<file path="src/rtl/dcache_victim_buffer.sv">
// Fully-associative victim buffer beside the direct-mapped data cache.
// Holds evicted lines, serves victim hits/swaps, and drains dirty lines through a one-entry write-back register.
module dcache_victim_buffer #(
    parameter int VB_ENTRIES  = 4,
    parameter int LINE_ADDR_W = 28,
    parameter int LINE_W      = 128
) (
    input  logic                   clk,
    input  logic                   rst,
    input  logic [LINE_ADDR_W-1:0] lookup_addr_i,
    input  logic                   lookup_valid_i,
    output logic                   victim_hit_o,
    output logic [LINE_W-1:0]      victim_line_o,
    output logic                   victim_dirty_o,
    input  logic                   write_from_victim_i,
    input  logic                   write_to_victim_i,
    input  logic [LINE_ADDR_W-1:0] evict_addr_i,
    input  logic [LINE_W-1:0]      evict_line_i,
    input  logic                   evict_dirty_i,
    output logic                   insert_ready_o,
    output logic                   wb_valid_o,
    output logic [LINE_ADDR_W-1:0] wb_addr_o,
    output logic [LINE_W-1:0]      wb_line_o,
    input  logic                   wb_ready_i,
    input  logic                   flush_i,
    output logic                   flush_done_o,
    input  logic                   kill_i
);
    localparam int IDX_W = $clog2(VB_ENTRIES);

    typedef enum logic [1:0] {
        VB_IDLE,
        VB_FLUSH_SCAN,
        VB_FLUSH_WAIT,
        VB_FLUSH_DONE
    } vb_state_e;

    vb_state_e state_q, state_d;

    logic [VB_ENTRIES-1:0]  valid_q, valid_d;
    logic [VB_ENTRIES-1:0]  dirty_q, dirty_d;
    logic [LINE_ADDR_W-1:0] addr_q [VB_ENTRIES];
    logic [LINE_ADDR_W-1:0] addr_d [VB_ENTRIES];
    logic [LINE_W-1:0]      line_q [VB_ENTRIES];
    logic [LINE_W-1:0]      line_d [VB_ENTRIES];
    logic [IDX_W-1:0]       rr_ptr_q, rr_ptr_d;
    logic [IDX_W-1:0]       scan_idx_q, scan_idx_d;
    logic                   wb_valid_q, wb_valid_d;
    logic [LINE_ADDR_W-1:0] wb_addr_q, wb_addr_d;
    logic [LINE_W-1:0]      wb_line_q, wb_line_d;

    logic             hit_any, match_any, free_any;
    logic [IDX_W-1:0] hit_idx, match_idx, free_idx;
    logic             extract_req, merge_dirty, use_rr, displace_dirty, wb_free;
    logic [IDX_W-1:0] slot_idx;
    logic             in_idle, in_scan;
    logic             do_extract, do_insert;
    logic             scan_need, scan_move, scan_adv, scan_last;

    // Associative search; descending loop makes the lowest index win.
    always_comb begin
        hit_any   = 1'b0;
        hit_idx   = '0;
        match_any = 1'b0;
        match_idx = '0;
        free_any  = 1'b0;
        free_idx  = '0;
        for (int i = VB_ENTRIES - 1; i >= 0; i--) begin
            if (valid_q[i] && addr_q[i] == lookup_addr_i) begin
                hit_any = 1'b1;
                hit_idx = IDX_W'(i);
            end
            if (valid_q[i] && addr_q[i] == evict_addr_i) begin
                match_any = 1'b1;
                match_idx = IDX_W'(i);
            end
            if (!valid_q[i]) begin
                free_any = 1'b1;
                free_idx = IDX_W'(i);
            end
        end
    end

    assign victim_hit_o   = !rst && lookup_valid_i && hit_any;
    assign victim_line_o  = victim_hit_o ? line_q[hit_idx] : '0;
    assign victim_dirty_o = victim_hit_o && dirty_q[hit_idx];

    always_comb begin
        merge_dirty = 1'b0;
        use_rr      = 1'b0;
        if (extract_req) begin
            slot_idx = hit_idx;
        end else if (match_any) begin
            slot_idx    = match_idx;
            merge_dirty = 1'b1;
        end else if (free_any) begin
            slot_idx = free_idx;
        end else begin
            slot_idx = rr_ptr_q;
            use_rr   = 1'b1;
        end
    end

    // The buffer is full whenever use_rr is set, so the rr victim is always valid.
    assign extract_req    = write_from_victim_i && victim_hit_o;
    assign displace_dirty = use_rr && dirty_q[rr_ptr_q];
    assign wb_free        = !wb_valid_q || wb_ready_i;
    assign insert_ready_o = rst || !(displace_dirty && !wb_free);

    assign do_extract = in_idle && extract_req;
    assign do_insert  = in_idle && write_to_victim_i && insert_ready_o;

    assign scan_need = valid_q[scan_idx_q] && dirty_q[scan_idx_q];
    assign scan_move = in_scan && !kill_i && scan_need && wb_free;
    assign scan_adv  = in_scan && !kill_i && (!scan_need || wb_free);
    assign scan_last = (scan_idx_q == IDX_W'(VB_ENTRIES - 1));

    always_ff @(posedge clk) begin
        if (rst) begin
            state_q <= VB_IDLE;
        end else begin
            state_q <= state_d;
        end
    end

    always_comb begin
        state_d = state_q;
        case (state_q)
            VB_IDLE: begin
                if (flush_i) state_d = VB_FLUSH_SCAN;
            end
            VB_FLUSH_SCAN: begin
                if (kill_i) state_d = VB_IDLE;
                else if (scan_adv && scan_last) state_d = VB_FLUSH_WAIT;
            end
            VB_FLUSH_WAIT: begin
                if (kill_i) state_d = VB_IDLE;
                else if (!wb_valid_q) state_d = VB_FLUSH_DONE;
            end
            VB_FLUSH_DONE: state_d = VB_IDLE;
            default: state_d = VB_IDLE;
        endcase
    end

    always_comb begin
        in_idle      = (state_q == VB_IDLE);
        in_scan      = (state_q == VB_FLUSH_SCAN);
        flush_done_o = !rst && (state_q == VB_FLUSH_DONE);
    end

    always_comb begin
        valid_d    = valid_q;
        dirty_d    = dirty_q;
        addr_d     = addr_q;
        line_d     = line_q;
        rr_ptr_d   = rr_ptr_q;
        scan_idx_d = scan_idx_q;
        wb_valid_d = wb_valid_q && !wb_ready_i;
        wb_addr_d  = wb_addr_q;
        wb_line_d  = wb_line_q;

        if (do_extract) valid_d[hit_idx] = 1'b0;

        if (do_insert) begin
            if (displace_dirty) begin
                wb_valid_d = 1'b1;
                wb_addr_d  = addr_q[slot_idx];
                wb_line_d  = line_q[slot_idx];
            end
            valid_d[slot_idx] = 1'b1;
            dirty_d[slot_idx] = merge_dirty ? (dirty_q[slot_idx] | evict_dirty_i) : evict_dirty_i;
            addr_d[slot_idx]  = evict_addr_i;
            line_d[slot_idx]  = evict_line_i;
            if (use_rr) rr_ptr_d = rr_ptr_q + IDX_W'(1);
        end

        if (scan_move) begin
            wb_valid_d          = 1'b1;
            wb_addr_d           = addr_q[scan_idx_q];
            wb_line_d           = line_q[scan_idx_q];
            dirty_d[scan_idx_q] = 1'b0;
        end

        if (scan_adv) scan_idx_d = scan_idx_q + IDX_W'(1);
        if ((!in_idle && kill_i) || (in_idle && flush_i)) scan_idx_d = '0;
    end

    always_ff @(posedge clk) begin
        if (rst) begin
            valid_q    <= '0;
            dirty_q    <= '0;
            rr_ptr_q   <= '0;
            scan_idx_q <= '0;
            wb_valid_q <= 1'b0;
        end else begin
            valid_q    <= valid_d;
            dirty_q    <= dirty_d;
            rr_ptr_q   <= rr_ptr_d;
            scan_idx_q <= scan_idx_d;
            wb_valid_q <= wb_valid_d;
        end
    end

    // Payload storage is qualified by the valid bits and needs no reset.
    always_ff @(posedge clk) begin
        addr_q    <= addr_d;
        line_q    <= line_d;
        wb_addr_q <= wb_addr_d;
        wb_line_q <= wb_line_d;
    end

    assign wb_valid_o = !rst && wb_valid_q;
    assign wb_addr_o  = wb_valid_o ? wb_addr_q : '0;
    assign wb_line_o  = wb_valid_o ? wb_line_q : '0;
endmodule

</file>
<file path="config.mk">
export PLATFORM = sky130hd
export DESIGN_NAME = dcache_victim_buffer
export DESIGN_NICKNAME = d
export VERILOG_FILES = /design/src/rtl/dcache_victim_buffer.sv
export SDC_FILE = /design/constraint.sdc
export NUM_CORES = 2
export LEC_CHECK = 0
export ABC_AREA = 1
export BUFFER_PORTS_ARGS = -buffer_cell sky130_fd_sc_hd__buf_2
export CORE_MARGIN = 1.5
export CORE_UTILIZATION = 39
export DETAILED_ROUTE_END_ITERATION = 8
export PLACE_DENSITY = 0.59
export RECOVER_POWER = 25
export SYNTH_ARGS = -nofsm -noshare
export SYNTH_HDL_FRONTEND = slang
export SYNTH_SLANG_ARGS = --single-unit
</file>
<file path="constraint.sdc">
create_clock -name clk -period 17.3 [get_ports clk]
set_input_delay 2.595 -clock clk [delete_from_list [all_inputs] [get_ports clk]]
set_output_delay 2.595 -clock clk [all_outputs]
set_load 0.05 [all_outputs]
</file>
* Word-level counts from Yosys, hierarchy flattened
Index checks and enable logic that the tools add are counted.
** Storage, ports and cells
- Bits in registers :: 795
- Input bits :: 193
- Output and inout port bits :: 289
- Word-level logic and storage cells :: 197
** Cells by class
- Add/subtract/negate cells :: 2
- $lt $le $gt $ge :: 11
- Eq/ne operators :: 15
- Mux-type cells :: 93
- Bitwise operators :: 9
- Reductions and logical operators :: 51
** Operators with widths (number)
- 2-to-1 mux 128 bit :: 12
- binary-select mux 128 bit (select 2 bit) :: 3
- bitwise mux 512 bit :: 1
- demux 128 bit (select 2 bit) :: 1
- 2-to-1 mux 28 bit :: 9
- equality test 28 bit :: 8
- binary-select mux 28 bit (select 2 bit) :: 2
- bitwise mux 112 bit :: 1
- demux 28 bit (select 2 bit) :: 1
- 2-to-1 mux 2 bit :: 20
- logical AND 1 bit :: 32
- 2-to-1 mux 1 bit :: 29
- 2-to-1 mux 4 bit :: 4
- less-than comparator 2 x 3 -> 1 bit, second input constant :: 4
- binary-select mux 1 bit (select 2 bit) :: 5
- >= comparator 3 bit, second input constant :: 3
- inverter 2 -> 3 bit :: 3
- bitwise AND 4 bit :: 2
- logical NOT 1 bit :: 8
- inverter 4 bit :: 2
- case mux 2 bit (4 select lines) :: 1
- demux 1 bit (select 2 bit) :: 3
- equality test 2 bit, second input constant :: 3
- >= comparator 2 x 1 -> 1 bit, second input constant :: 3
- other kinds (15) :: 21

* Logic depth before layout (Yosys ltp)
- Depth after elaboration :: 17
- Depth in mapped cells :: 23

* Worst setup path after synthesis
No wires, ideal clock.
- Kind :: input port to flip-flop
- From :: in lookup_addr_i[14]
- To :: reg dirty_q[0]
- Arrival time :: 11.686 ns
- Required time :: 17.243 ns
- Slack :: 5.556 ns
- Stages on the path :: 21
- Buffers on the path :: 1
- Cells stage by stage :: clkbuf_2 inv_1 nand2_1 nand2_1 nor2_1 nand2_1 nor2_1 nand2_1 nor2_1 nor2_1 nand2_4 nand3_4 nand2_1 nor2_1 nand3_1 nand2_1 nor2_1 inv_1 a21oi_1 nand2_1 inv_1
** Between the ends
- Longest elaborated chain between the ends :: 17
** RTL lines
- from (decl) :: RTL line 10 : input logic [LINE_ADDR_W-1:0] lookup_addr_i,
- equality test 28 bit :: RTL line 69 : if (valid_q[i] && addr_q[i] == lookup_addr_i) begin
- logical AND 1 bit :: RTL line 69
- 2-to-1 mux 1 bit (3 in a row) :: RTL line 69
- 2-to-1 mux 1 bit (*) :: RTL line 69
- logical AND 1 bit (*) :: RTL line 84 : assign victim_hit_o = !rst && lookup_valid_i && hit_any;
- logical AND 1 bit (*) :: RTL line 105 : assign extract_req = write_from_victim_i && victim_hit_o;
- 2-to-1 mux 1 bit (*) :: RTL line 91 : if (extract_req) begin
- logical AND 1 bit (*) :: RTL line 106 : assign displace_dirty = use_rr && dirty_q[rr_ptr_q];
- logical AND 1 bit (*) :: RTL line 108 : assign insert_ready_o = rst || !(displace_dirty && !wb_free);
- logical NOT 1 bit (*) :: RTL line 108
- logical OR 1 bit (*) :: RTL line 108
- net insert_ready_o :: RTL line 20 : output logic insert_ready_o,
- logical AND 1 bit (*) :: RTL line 111 : assign do_insert = in_idle && write_to_victim_i && insert_ready_o;
- 2-to-1 mux 4 bit (*) :: RTL line 164 : if (do_insert) begin
- bitwise AND 4 bit (no line)
- 2-to-1 mux 4 bit (*) :: RTL line 177 : if (scan_move) begin
- to (signal assigned) :: RTL line 197 : dirty_q <= dirty_d;
- to (decl) :: RTL line 41 : logic [VB_ENTRIES-1:0] dirty_q, dirty_d;
The timed path passes the listed nets; every way through them passes the cells marked *. The select of a mux whose other input is x is not followed.
A chain may end at the register's enable or synchronous reset.

* Worst setup path after layout
- From :: in lookup_addr_i[21]
- To :: out victim_dirty_o
** Between the ends
- Longest elaborated chain between the ends :: 9
** RTL lines
- equality test 28 bit :: RTL line 69
- logical AND 1 bit :: RTL line 69
- 2-to-1 mux 2 bit (4 in a row) :: RTL line 69
- binary-select mux 1 bit (select 2 bit) :: RTL line 86 : assign victim_dirty_o = victim_hit_o && dirty_q[hit_idx];
- 2-to-1 mux 1 bit (implied by the code) :: RTL line 86
- logical AND 1 bit (*) :: RTL line 86
- to (decl) :: RTL line 14 : output logic victim_dirty_o,
Mark *: on every way between the ends. The rest lies on a longest branch, timed or not. The select of a mux whose other input is x is not followed.

==> flow_summary_export.csv <==
group,metric,value,unit
drt,route.final.wire_length,196000,um
flow_run,cap_violations,0,
synthesis,combined_area_of_all_synthesized_cells,44500,um^2
status,result_of_the_run,"complete, no violations",
drt,dr.pass1.iters,8,
layout,syn_to_final_growth,14.9,%
floorplanning,die-height,341,um
global_routing,grt_antenna_before_repair,29,
power,power-per-cell-area,100,nW/um^2
setup_path,worst_ep_arrival_time,7.03,ns
clock_network,post-cts-setup-buffer-count,0,
timing,timing.final.crit_period,9.62,ns
synthesis,synth_seq_cells,795,
clock_network,number_of_levels_the_h_tree_was_split_into,3,
setup_path,crit_family,"buffers and inverters",
setup_path,regToRegEndpoint,"line_q[159]$_DFFE_PP_",
global_routing,grt_first_pass_wirelength,276000,um
clock_network,cts.clk_slew.worst_paths,0.06,ns
clock_network,cts_buffers,94,
timing,setup_repair_after_global_routing_missed_its_margin,"false",
floorplanning,io-pin-count,482,
timing,finalHoldViolCount,0,
power,leakagePower,0.0224,uW
drt,wl_per_cell,26.5,um
setup_path,rr_worst_depth,18,
timing,fin_skew,0.0511,ns
timing,fmax,0.104,GHz
synthesis,cell_count_after_synthesis,5463,
power,power_frac_clock,0.395,
clock_network,cts_resized,0,
min_path,hp-start,"state_q[1]$_SDFFE_PP0P_",
power,p_int,3630,uW
floorplanning,dieWidth,341,um
setup_path,worst_setup_path_type,"primary input to output port",
clock_network,worstSkewPairLatency,0.72,ns
min_path,min_to,"state_q[1]$_SDFFE_PP0P_",
clock_network,clk_root_buffer_cell,"sky130_fd_sc_hd__clkbuf_16",
synthesis,yosys_warnings,0,
floorplanning,core,113000,um^2
power,seq_power_share,0.450,
drt,routed_via_density,5.67,
clock_network,clock-sinks,795,
power,vdd_drop_max,0.0000804,V
timing,timing_worst_slew_pin_value,1.31,ns
floorplanning,die_area,116000,um^2
setup_path,cp_slowest_cell,"sky130_fd_sc_hd__buf_4",
timing,max-slew-margin-rel,0.116,
global_routing,maximum_number_of_pins_on_one_net_before_global_route_repair,205,
synthesis,synthDistinctLibCells,47,
setup_path,path_common_cell,"sky130_fd_sc_hd__nand2_1",
global_routing,vias_in_the_first_global_route,39310,
timing,period_share,0.556,
min_path,holdCritPathClass,"flop to flop",
floorplanning,std_cell_rows,123,
power,netSwitchingFraction,0.292,
layout,layout.cell_area.non_filler,51200,um^2
setup_path,crit_path_max_incr_delay,0.88,ns
placement,detailed_place.area,48200,um^2
floorplanning,initial_utilization,0.395,
setup_path,cp-end-kind,"output port",
placement,routabilityCongestion,1.05,
power,share_comb_of_total_power,0.156,
setup_path,cp_data_required_time,14.70,ns
setup_path,critical_path_cell_count,17,
synthesis,syn_nets,5660,
setup_path,path_buf_inv,5,
clock_network,cts.hold.buffers_added,0,
layout,layout-drive-gt1-share,0.104,
drt,post-route-drc-count,0,
min_path,hold-path-cell-count,2,
synthesis,share_of_the_yosys_chip_area_belonging_to_registers,0.533,
timing,tns_setup,0,ns
global_routing,grt_remaining_overflow,0,
timing,hold_slack,0.533,ns
timing,finalSetupViolCount,0,
clock_network,cts_tree,"yes",
setup_path,setup.reg_to_reg.worst_slack,11.08,ns
setup_path,crit_path_cell_trace,"buf_2 > inv_1 > nand2_1 > nand2_1 > nor2_1 > nand2_1 > nor2_1 > nand2_1 > nor2_1 > nand2_1 > nand2_1 > nand2_1 > a21oi_4 > buf_4 > buf_4 > a21oi_1 > buf_2",
placement,half_perimeter_wire_length_after_detailed_placement,128000,um
setup_path,reg2reg_from,"addr_q[35]$_DFFE_PP_",
setup_path,critical_path_peak_fanout,62,
clock_network,clock_tree_buffer_depth,3,
layout,final_non_filler_cell_total,7393,
drt,detail-route-antenna-nets,0,
drt,detailedRoute.firstIterationViolations,4776,
global_routing,grt.total_usage,0.326,
setup_path,startpoint_type,"primary input",
power,power.net_switching,1500,uW
synthesis,syn_avg_cell_area,8.15,um^2
placement,dpl.cell_count,7204,
drt,num_vias,41909,
timing,timing.final.max_slew_violations,0,
placement,placement.io_buffers,481,
layout,filler_cell_count,11257,
layout,design.final.nets,5997,
through the flow:
stage               worst slack, ns  total power (uW)  utilization
finish                         7.68              5130        0.454
CTS                            7.73              5140        0.455
global placement               7.78              3130        0.427
global route                   7.60              5300        0.454
detailed placement             7.74              3130        0.427
floorplan                      5.56              2830            -
cells by family (layout without fill, tap and decap cells):
kind of cell | count (synthesis) | count (layout) | share of synthesized area
flops | 795 | 795 | 0.533
other cells | 0 | 17 | 0
compound gates | 1232 | 1232 | 0.160
simple gates | 2265 | 2265 | 0.202
fa+ha+maj | 4 | 4 | 0.00112
buf+inv | 1137 | 1550 | 0.0979
xor+xnor | 30 | 30 | 0.00590
synth_stat cells, drive strengths merged:
cell        n  area (um^2)
nor3       20          105
buf        65          335
nor4b       1         8.76
clkinv      5         18.8
a21oi     384         1930
dfxtp      15          300
nand2    1380         5210
o211ai      5         37.5
a221oi    106          928
clkbuf    225          847
and3        2         12.5
or2         1         6.26
inv       842         3160
o2111a      1         11.3
o21a        1         7.51
o311ai      3         26.3
nand3b      5         37.5
o2111ai    36          315
edfxtp    780        23400
xor2        8         70.1
nor4       21          131
o221ai      2         17.5
a211oi      3         22.5
o21ai     418         2090
o22ai     164         1030
nand3     125          651
xnor2      22          193
o31ai      33          248
ha          4         50.1
a31oi      76          475
nand4      56          365
nor3b       2         15.0
nor2      652         2460
cells in the final DEF, fill, tap and decap left out, drive strengths merged, types with 76 or more instances in the layout:
cell type,Yosys,routed
o22ai,164,164
inv,842,848
clkbuf,225,225
buf,65,413
o21ai,418,418
nand2,1380,1380
nand3,125,125
a21oi,384,384
a221oi,106,106
edfxtp,780,780
nor2,652,652
a31oi,76,76
area by class of cell:
| class | count | area (um^2) | share of cell area |
|---|---|---|---|
| inverters | 847 | 3210 | 0.0628 |
| flip-flops and latches | 795 | 23700 | 0.464 |
| clock inverters | 65 | 663 | 0.0130 |
| clock buffers | 107 | 2440 | 0.0477 |
| repair buffers | 531 | 2660 | 0.0520 |
| well taps | 1500 | 1880 | 0.0367 |
| multi-input cells | 3531 | 16600 | 0.323 |
| diodes | 17 | 42.5 | 0.000831 |
registers in the layout, indices dropped and copies added, names as in the netlist:
register	flops
addr_q	112
dirty_q	4
line_q	512
rr_ptr_q	2
scan_idx_q	2
state_q	2
valid_q	4
wb_addr_q	28
wb_line_q	128
wb_valid_q	1
per-layer routing:
| metal | track usage | vias to the layer above | share of wire |
|---|---|---|---|
| met4 | 0.138 | 26 | 0.044 |
| met5 | 0 | - | 0.00078 |
| li1 | - | 19021 | - |
| met3 | 0.0558 | 397 | 0.092 |
| met1 | 0.437 | 20148 | 0.40 |
| met2 | 0.523 | 2317 | 0.46 |
worst max-delay path by stage:
stage                            startpoint                     to  slack, ns
final                     lookup_addr_i[21]         victim_dirty_o       7.68
after global routing      lookup_addr_i[21]     victim_line_o[127]       7.60
after CTS                 lookup_addr_i[21]     victim_line_o[116]       7.73
after detailed placement  lookup_addr_i[21]     victim_line_o[116]       7.74
after global placement    lookup_addr_i[21]     victim_line_o[118]       7.78
after floorplan           lookup_addr_i[14]  dirty_q[0]$_SDFF_PP0_       5.56
worst min-delay path, cell delays in order (launching register included):
cell                       delay, ns
sky130_fd_sc_hd__dfxtp_1        0.33
sky130_fd_sc_hd__nor2_1         0.11
sky130_fd_sc_hd__a211oi_1       0.05
power groups by stage:
stage	Clock (uW)	Combinational, uW	Sequential [uW]
after floorplan	0	476	2350
after global placement	0	781	2340
after detailed placement	0	784	2350
after CTS	2050	787	2310
after global routing	2130	861	2310
final	2030	798	2310
No activity file was read; power rests on OpenSTA's default activity.
